**src/rtl/rom_tl_slave.sv**
```systemverilog
// TileLink-UL slave that answers Get requests with words pulled from a ROM word stream; one request outstanding.
// Latency: Get handshake in cycle N gives first d_valid in cycle N+2, then one beat per cycle while w_valid and d_ready stay high.
// Backpressure: d_ready low holds d_valid/d_data stable and deasserts w_ready. a_ready is high only in S_IDLE. Macro ROM_TL_DENY_EN makes non-Get requests return denied.
module rom_tl_slave #(
  parameter int SRC_W    = 4,
  parameter int MAX_SIZE = 6
) (
  input  logic             clk,
  input  logic             rst_n,
  // A channel
  input  logic             a_valid,
  output logic             a_ready,
  input  logic [2:0]       a_opcode,
  input  logic [2:0]       a_size,
  input  logic [SRC_W-1:0] a_source,
  input  logic [63:0]      a_address,
  // D channel
  output logic             d_valid,
  input  logic             d_ready,
  output logic [2:0]       d_opcode,
  output logic [2:0]       d_size,
  output logic [SRC_W-1:0] d_source,
  output logic             d_denied,
  output logic [63:0]      d_data,
  // ROM word stream
  input  logic             w_valid,
  input  logic [63:0]      w_data,
  output logic             w_ready
);

  localparam logic [2:0] OP_GET     = 3'd4;
  localparam logic [2:0] OP_ACK     = 3'd0;
  localparam logic [2:0] OP_ACKDATA = 3'd1;
  localparam int         BEAT_W     = (MAX_SIZE > 3) ? MAX_SIZE - 1 : 2;

`ifdef ROM_TL_DENY_EN
  localparam logic DENY_NONGET = 1'b1;
`else
  localparam logic DENY_NONGET = 1'b0;
`endif

  typedef enum logic [1:0] {
    S_IDLE = 2'd0,
    S_BEAT = 2'd1,
    S_ACK  = 2'd2
  } state_e;

  state_e              state_q;
  logic [2:0]          req_opcode_q;
  logic [2:0]          req_size_q;
  logic [SRC_W-1:0]    req_source_q;
  logic [BEAT_W-1:0]   beat_total_q;
  logic [BEAT_W-1:0]   beat_total_d;
  logic [BEAT_W-1:0]   words_loaded_q;
  logic [BEAT_W-1:0]   beats_sent_q;
  logic                d_valid_q;
  logic [2:0]          d_opcode_q;
  logic                d_denied_q;
  logic [63:0]         d_data_q;
  logic [2:0]          size_eff;
  logic                w_fire;
  logic                d_fire;
  logic                last_beat;
  logic                unused_addr;

  // The address is irrelevant: the ROM is consumed as a stream.
  assign unused_addr = ^a_address;

  // Oversized requests are served as MAX_SIZE bursts; d_size still echoes the request.
  always_comb begin
    size_eff = a_size;
    if (int'(a_size) > MAX_SIZE) size_eff = 3'(MAX_SIZE);
    if (size_eff <= 3'd3) beat_total_d = BEAT_W'(1);
    else                  beat_total_d = BEAT_W'(1) << (size_eff - 3'd3);
  end

  assign a_ready   = (state_q == S_IDLE);
  assign w_ready   = (state_q == S_BEAT) && (req_opcode_q == OP_GET) &&
                     (!d_valid_q || d_ready) && (words_loaded_q < beat_total_q);
  assign w_fire    = w_valid && w_ready;
  assign d_fire    = d_valid_q && d_ready;
  assign last_beat = (beats_sent_q == beat_total_q - BEAT_W'(1));

  assign d_valid  = d_valid_q;
  assign d_opcode = d_opcode_q;
  assign d_size   = req_size_q;
  assign d_source = req_source_q;
  assign d_denied = d_denied_q;
  assign d_data   = d_data_q;

  always_ff @(posedge clk or negedge rst_n) begin
    if (!rst_n) begin
      state_q        <= S_IDLE;
      req_opcode_q   <= '0;
      req_size_q     <= '0;
      req_source_q   <= '0;
      beat_total_q   <= '0;
      words_loaded_q <= '0;
      beats_sent_q   <= '0;
      d_valid_q      <= 1'b0;
      d_opcode_q     <= '0;
      d_denied_q     <= 1'b0;
      d_data_q       <= '0;
    end else begin
      case (state_q)
        S_IDLE: begin
          if (a_valid) begin
            req_opcode_q   <= a_opcode;
            req_size_q     <= a_size;
            req_source_q   <= a_source;
            words_loaded_q <= '0;
            beats_sent_q   <= '0;
            if (a_opcode == OP_GET) begin
              beat_total_q <= beat_total_d;
              d_opcode_q   <= OP_ACKDATA;
              d_denied_q   <= 1'b0;
              state_q      <= S_BEAT;
            end else begin
              beat_total_q <= BEAT_W'(1);
              d_valid_q    <= 1'b1;
              d_opcode_q   <= OP_ACK;
              d_denied_q   <= DENY_NONGET;
              d_data_q     <= '0;
              state_q      <= S_ACK;
            end
          end
        end

        S_BEAT: begin
          // A load in the same cycle as a D accept replaces the beat without a bubble.
          if (w_fire) begin
            d_data_q       <= w_data;
            d_valid_q      <= 1'b1;
            words_loaded_q <= words_loaded_q + BEAT_W'(1);
          end else if (d_fire) begin
            d_valid_q <= 1'b0;
          end
          if (d_fire) begin
            if (last_beat) begin
              state_q        <= S_IDLE;
              beats_sent_q   <= '0;
              words_loaded_q <= '0;
              d_valid_q      <= 1'b0;
            end else begin
              beats_sent_q <= beats_sent_q + BEAT_W'(1);
            end
          end
        end

        S_ACK: begin
          if (d_ready) begin
            d_valid_q <= 1'b0;
            state_q   <= S_IDLE;
          end
        end

        default: begin
          state_q   <= S_IDLE;
          d_valid_q <= 1'b0;
        end
      endcase
    end
  end

endmodule

```
**config.mk**
```make
export PLATFORM = sky130hd
export DESIGN_NAME = rom_tl_slave
export DESIGN_NICKNAME = d
export VERILOG_FILES = /design/src/rtl/rom_tl_slave.sv
export SDC_FILE = /design/constraint.sdc
export NUM_CORES = 1
export LEC_CHECK = 0
export CORE_MARGIN = 8
export CORE_UTILIZATION = 38
export CTS_CLUSTER_DIAMETER = 30
export DETAILED_ROUTE_END_ITERATION = 10
export GPL_ROUTABILITY_DRIVEN = 0
export PLACE_DENSITY = 0.78
export SYNTH_ARGS = -nofsm -noshare
export SYNTH_HDL_FRONTEND = slang
export SYNTH_SLANG_ARGS = --single-unit
```
**constraint.sdc**
```tcl
create_clock -name clk -period 2.7 [get_ports clk]
set_input_delay 0.27 -clock clk [delete_from_list [all_inputs] [get_ports clk]]
set_output_delay 0.27 -clock clk [all_outputs]
set_load 0.02 [all_outputs]
```
# [Word level (Yosys, flattened, before mapping)]
# Cells that the tools add are included.
[totals] output_inout_bits=78 elab_cells=74 in_bits=143 ff_bits=95
[op_classes] mux=30 reduce_logical=15 eq_ne=11 n_shift=1 n_lt_le_gt_ge=3 addsub=4
[op_table] cell="$mux 64" n=3
[op_table] cell="$pmux 64 s2" n=1
[op_table] cell="$mux 5" n=8
[op_table] cell="$pmux 5 s2" n=2
[op_table] cell="$ne 2x2->1 const B" n=6
[op_table] cell="$add 5x1->5 const B" n=2
[op_table] cell="$mux 2" n=5
[op_table] cell="$mux 1" n=8
[op_table] cell="$reduce_and 4->1" n=2
[op_table] cell="$eq 3x3->1 const B" n=2
[op_table] cell="$pmux 2 s3" n=1
[op_table] cell="$reduce_and 3->1" n=2
[op_table] cell="$eq 5x5->1" n=1
[op_table] cell="$logic_and 1x1->1" n=5
[op_table] cell="$lt 5x5->1" n=1
[op_table] cell="$shl 1x3->5 const A" n=1
[op_table] cell="$sub 5x1->5 const B" n=1
[op_table] cell="$reduce_and 2->1" n=2
[op_table] cell="$gt 3x3->1 const B" n=1
[op_table] cell="$le 3x2->1 const B" n=1
[op_table] cell="$mux 3" n=1
[op_table] cell="$pmux 1 s3" n=1
[op_table] cell="$sub 3x2->3 const B" n=1
[op_table] cell="$eq 2x1->1 const B" n=1
[op_table] cell="other kinds (5)" n=5

# [Depth between registers and ports, before layout]
# Gate-level depths: netlist of run 1.
[logic_depth] word_depth=9 mapped_depth=9 ltp_nobuf=8

# [Worst setup path before layout of run 1]
# Ideal clock, no wire load.
[synth_timing] path_type="reg-to-reg" startpoint="reg beat_total_q[4]" endpoint="reg d_data_q[10], in the netlist d_data[10]" path_buffers=1 arrival_ns=2.025 synth_period_minus_slack_ns=2.146 stages_incl_launch_ff=9 setup_slack_ns=0.554 required_ns=2.579 setup_time_ns=0.121 cell_sequence="dfrtp_1 -> inv_1 -> ha_1 -> nor4b_1 -> o2111ai_1 -> a311oi_4 -> o21ai_2 -> clkbuf_1 -> a22o_1"
[synth_via] elab_chain_cells=5
[synth_rtl] item="from (decl)" line="52" source="logic [BEAT_W-1:0] beat_total_q;"
[synth_rtl] item="from (signal assigned)" line="114" source="beat_total_q <= beat_total_d;"
[synth_rtl] item="$lt 5x5->1" line="79" source="(!d_valid_q || d_ready) && (words_loaded_q < beat_total_q);"
[synth_rtl] item="$logic_and 1x1->1" line="79"
[synth_rtl] item="$logic_and 1x1->1" line="80" source="assign w_fire = w_valid && w_ready;"
[synth_rtl] item="$ne 2x2->1 (no source line)"
[synth_rtl] item="$reduce_and 4->1 (no source line)"
[synth_rtl] item="to (signal assigned)" line="132" source="d_data_q <= w_data;"
[synth_rtl] item="to (decl)" line="59" source="logic [63:0] d_data_q;"
# No other way between the ends.
# A chain may end at the register's enable or synchronous reset.

# [Final worst setup path of run 1]
[layout_timing] startpoint="reg beat_total_q[4]" endpoint="out w_ready"
[layout_via] elab_chain_cells=2
[layout_rtl] item="$lt 5x5->1" line="79"
[layout_rtl] item="$logic_and 1x1->1" line="79"
[layout_rtl] item="to (decl)" line="28" source="output logic w_ready"
# No other way between the ends.

==> impl_metrics.py, run 1 <==
metrics = {
    "clock_network": {
        "cts_max_level": 3,
        "root_buffer": "clkbuf_8",
        "clk_latency_ns": 0.36,
        "clk_path_buf_depth": 2,
        "cts_tree": "done",
        "cts.clk_slew.worst_paths_ns": 0.09,
        "cts_buffers": 9,
        "clock_sinks": 93,
    },
    "layout": {
        "layout.nets": 615,
        "final_cell_mix": "clkdlybuf4s50_1 (151), dfrtp_1 (93), a22o_1 (63), nand2_1 (46)",
        "fillers": 819,
        "layout-drive-gt1-share": 0.0661,
        "syn2layout_area_growth_pct": 51.9,
        "stdcell_area_um2": 5700,
        "diodes": 0,
        "final_common_cell": "clkdlybuf4s50_1",
    },
    "synth": {
        "yosys_warnings": 0,
        "synth_seq_cells": 93,
        "ys_seq_area_frac": 0.620,
        "synth_cell_types": 42,
        "synth.cell_area_um2": 3750,
        "ys.flop_type": "dfrtp_1",
        "synth_cells": 307,
        "synth_edf_count": 0,
        "async_reset_ff_frac": 1.00,
        "synth.avg_cell_area_um2": 12.2,
    },
    "die": {
        "die-area_um2": 13300,
        "start_util": 0.388,
        "core_area_um2": 9680,
        "io_pins": 221,
        "die_h_um": 115,
        "fp.dieW_um": 115,
        "rows": 36,
    },
    "route": {
        "highest_layer": "met4",
        "num_vias": 3042,
        "totalWireLength_um": 10900,
        "wl_met2_um": 5690,
        "first_iter_violations": 125,
        "postRouteAntennaNets": 0,
        "drtPass1Iterations": 5,
        "met3_length_um": 729,
        "viasPerCell": 5.05,
        "wirelength_met1_um": 4270,
        "drcViolationCount": 0,
        "wl_per_cell_um": 18.1,
    },
    "pwr": {
        "p_leak_uw": 0.00259,
        "power_density_nw_per_um2": 542,
        "irDropWorstVdd_mv": 0.273,
    },
    "grt": {
        "grt_max_degree": 94,
        "grtUsageTotal": 0.169,
        "overflow": 0,
        "grt_pass1_vias": 3351,
        "grt_pass1_wl_um": 17500,
        "grt_antenna_before_repair": 0,
    },
    "timing": {
        "setup_tns_ns": 0,
        "fin_crit_ns": 2.40,
        "hold_viol": 0,
        "finalClockSkew_ns": 0.00991,
        "fmax_mhz": 417,
        "tightest_slew_ns": 0.517,
        "fin_crit_sh": 0.888,
        "setup_viol": 0,
        "rsz0062_at_grt": "false",
        "final_max_slew_viol_count": 0,
        "slew-limit-headroom": 0.653,
    },
    "worst_setup_path": {
        "cp-startpoint": "beat_total_q[4]",
        "r2r-start": "beat_total_q[4]",
        "crit_path_end_kind": "output port",
        "cpPeakStageDelay_ns": 0.38,
        "cp_data_required_time_ns": 2.43,
        "crit_chain": "inv_1 > ha_1 > nor4b_1 > o2111ai_1 > a31oi_1 > dlygate4sd2_1",
        "crit_arrival_ns": 2.13,
        "crit_slowest_cell": "dfrtp_1",
        "worstSetupPathType": "reg2out",
        "crit_path_start_kind": "flip-flop",
        "r2r_slack_ns": 0.33,
        "critical_path_peak_fanout": 2,
    },
    "job": {
        "timing.max_cap.violations": 0,
    },
    "hold_path": {
        "hold_class": "in2reg",
        "holdCritStartpoint": "a_source[2]",
    },
    "run_status": {
        "outcome": "finished, final reports clean",
    },
    "place": {
        "io_buffer_count": 153,
        "dpl-instance-area_um2": 5460,
        "post-dp-hpwl_um": 7840,
    },
}
[routing by layer]
| metal | up-vias | GRT usage |
|---|---|---|
| met5 | - | 0 |
| met4 | 0 | 0.0779 |
| met3 | 17 | 0.0520 |
| met2 | 92 | 0.292 |
| met1 | 1509 | 0.187 |
| li1 | 1424 | - |
[registers in the layout, summed over array words and instances (netlist names)]
signal	cells
d_opcode	1
req_opcode_q	3
state_q	2
beats_sent_q	5
d_valid	1
d_size	3
d_source	4
beat_total_q	5
d_data	64
words_loaded_q	5
[per-stage QoR]
step           setup slack [ns]  std cells  total power [µW]  hold slack, ns   util
2_1_floorplan             0.554        309              1790         -0.0256      -
3_3_place_gp              0.176        583              2090           0.358  0.563
3_5_place_dp              0.150        583              2110           0.364  0.563
4_1_cts                   0.129        599              3130           0.416  0.586
5_1_grt                  0.0777        602              3230           0.444  0.589
6_report                  0.302        602              3090           0.433  0.589
[path summary, 6_finish.rpt]
kind	endpoint	depth (start not counted)
max	w_ready	6
min	d_source[2]	3
max reg2reg	words_loaded_q[2]	10
min reg2reg	d_source[2]	2
max in group asynchronous	d_data[6]	3
min in group asynchronous	d_valid	3
[cells in the mapped netlist, types with 2 or more instances]
cell type | number | share of area
buf_2 | 2 | 0.0027
xor2_1 | 7 | 0.016
buf_4 | 4 | 0.0080
a22o_1 | 63 | 0.15
nor2_1 | 7 | 0.0070
a21o_1 | 2 | 0.0040
and3_1 | 2 | 0.0033
o21ai_1 | 2 | 0.0027
inv_1 | 8 | 0.0080
dfrtp_1 | 93 | 0.62
nand2_1 | 46 | 0.046
o22ai_1 | 3 | 0.0050
a32o_1 | 2 | 0.0053
xnor2_1 | 4 | 0.0093
a21oi_1 | 6 | 0.0080
and2_1 | 2 | 0.0033
nand3_1 | 2 | 0.0027
ha_1 | 7 | 0.023
o21ai_0 | 9 | 0.012
nor4b_1 | 2 | 0.0047
clkbuf_1 | 13 | 0.013
[critical path, delay by kind of cell, from the launching register on]
family | cells | cell delay [ns]
AOI/OAI and AO/OA | 2 | 0.44
adders and majority gates | 1 | 0.20
buffers and inverters | 2 | 0.44
DFF | 1 | 0.38
and+or+nand+nor | 1 | 0.30
[kinds of logic after synthesis]
group / Yosys count / share of synthesized area
AO/OA/AOI/OAI: 96 / 0.208
other: 1 / 0.000999
adder cells (fa/ha/maj): 7 / 0.0233
flip-flops: 93 / 0.620
XOR/XNOR: 11 / 0.0257
multiplexers: 2 / 0.00567
buffers and inverters: 28 / 0.0327
AND/OR/NAND/NOR: 69 / 0.0833
[layout make-up]
type	count	area, µm²	share of cell area
Clock inverter	5	75.1	0.0132
Inverter	8	30.0	0.00527
Clock buffer	10	138	0.0241
Sequential cell	93	2330	0.408
Tap cell	133	166	0.0292
Timing Repair Buffer	165	1650	0.289
Multi-Input combinational cell	188	1320	0.231
[power breakdown]
part           switching [µW]  internal, µW  total (µW)
Combinational             288           275         563
Clock                     473           537        1010
Sequential               54.3          1460        1510
Total                     816          2270        3090
[what timing repair did]
action | in CTS | in global routing
endpoints found under the setup margin | 1 | 68
resized for setup | 1 | 0
hold endpoints to repair | 93 | 0
hold buffers | 1 | 0
buffers inserted | 0 | 3
pin swaps | 0 | 1
Power figures use the tool's default switching activity.
==> run 2: changes to the inputs <==
SLEW_MARGIN = 20   (was not set)
==> results of run 2 <==
The final DEF is identical to that of run 1; final timing and power are the same.
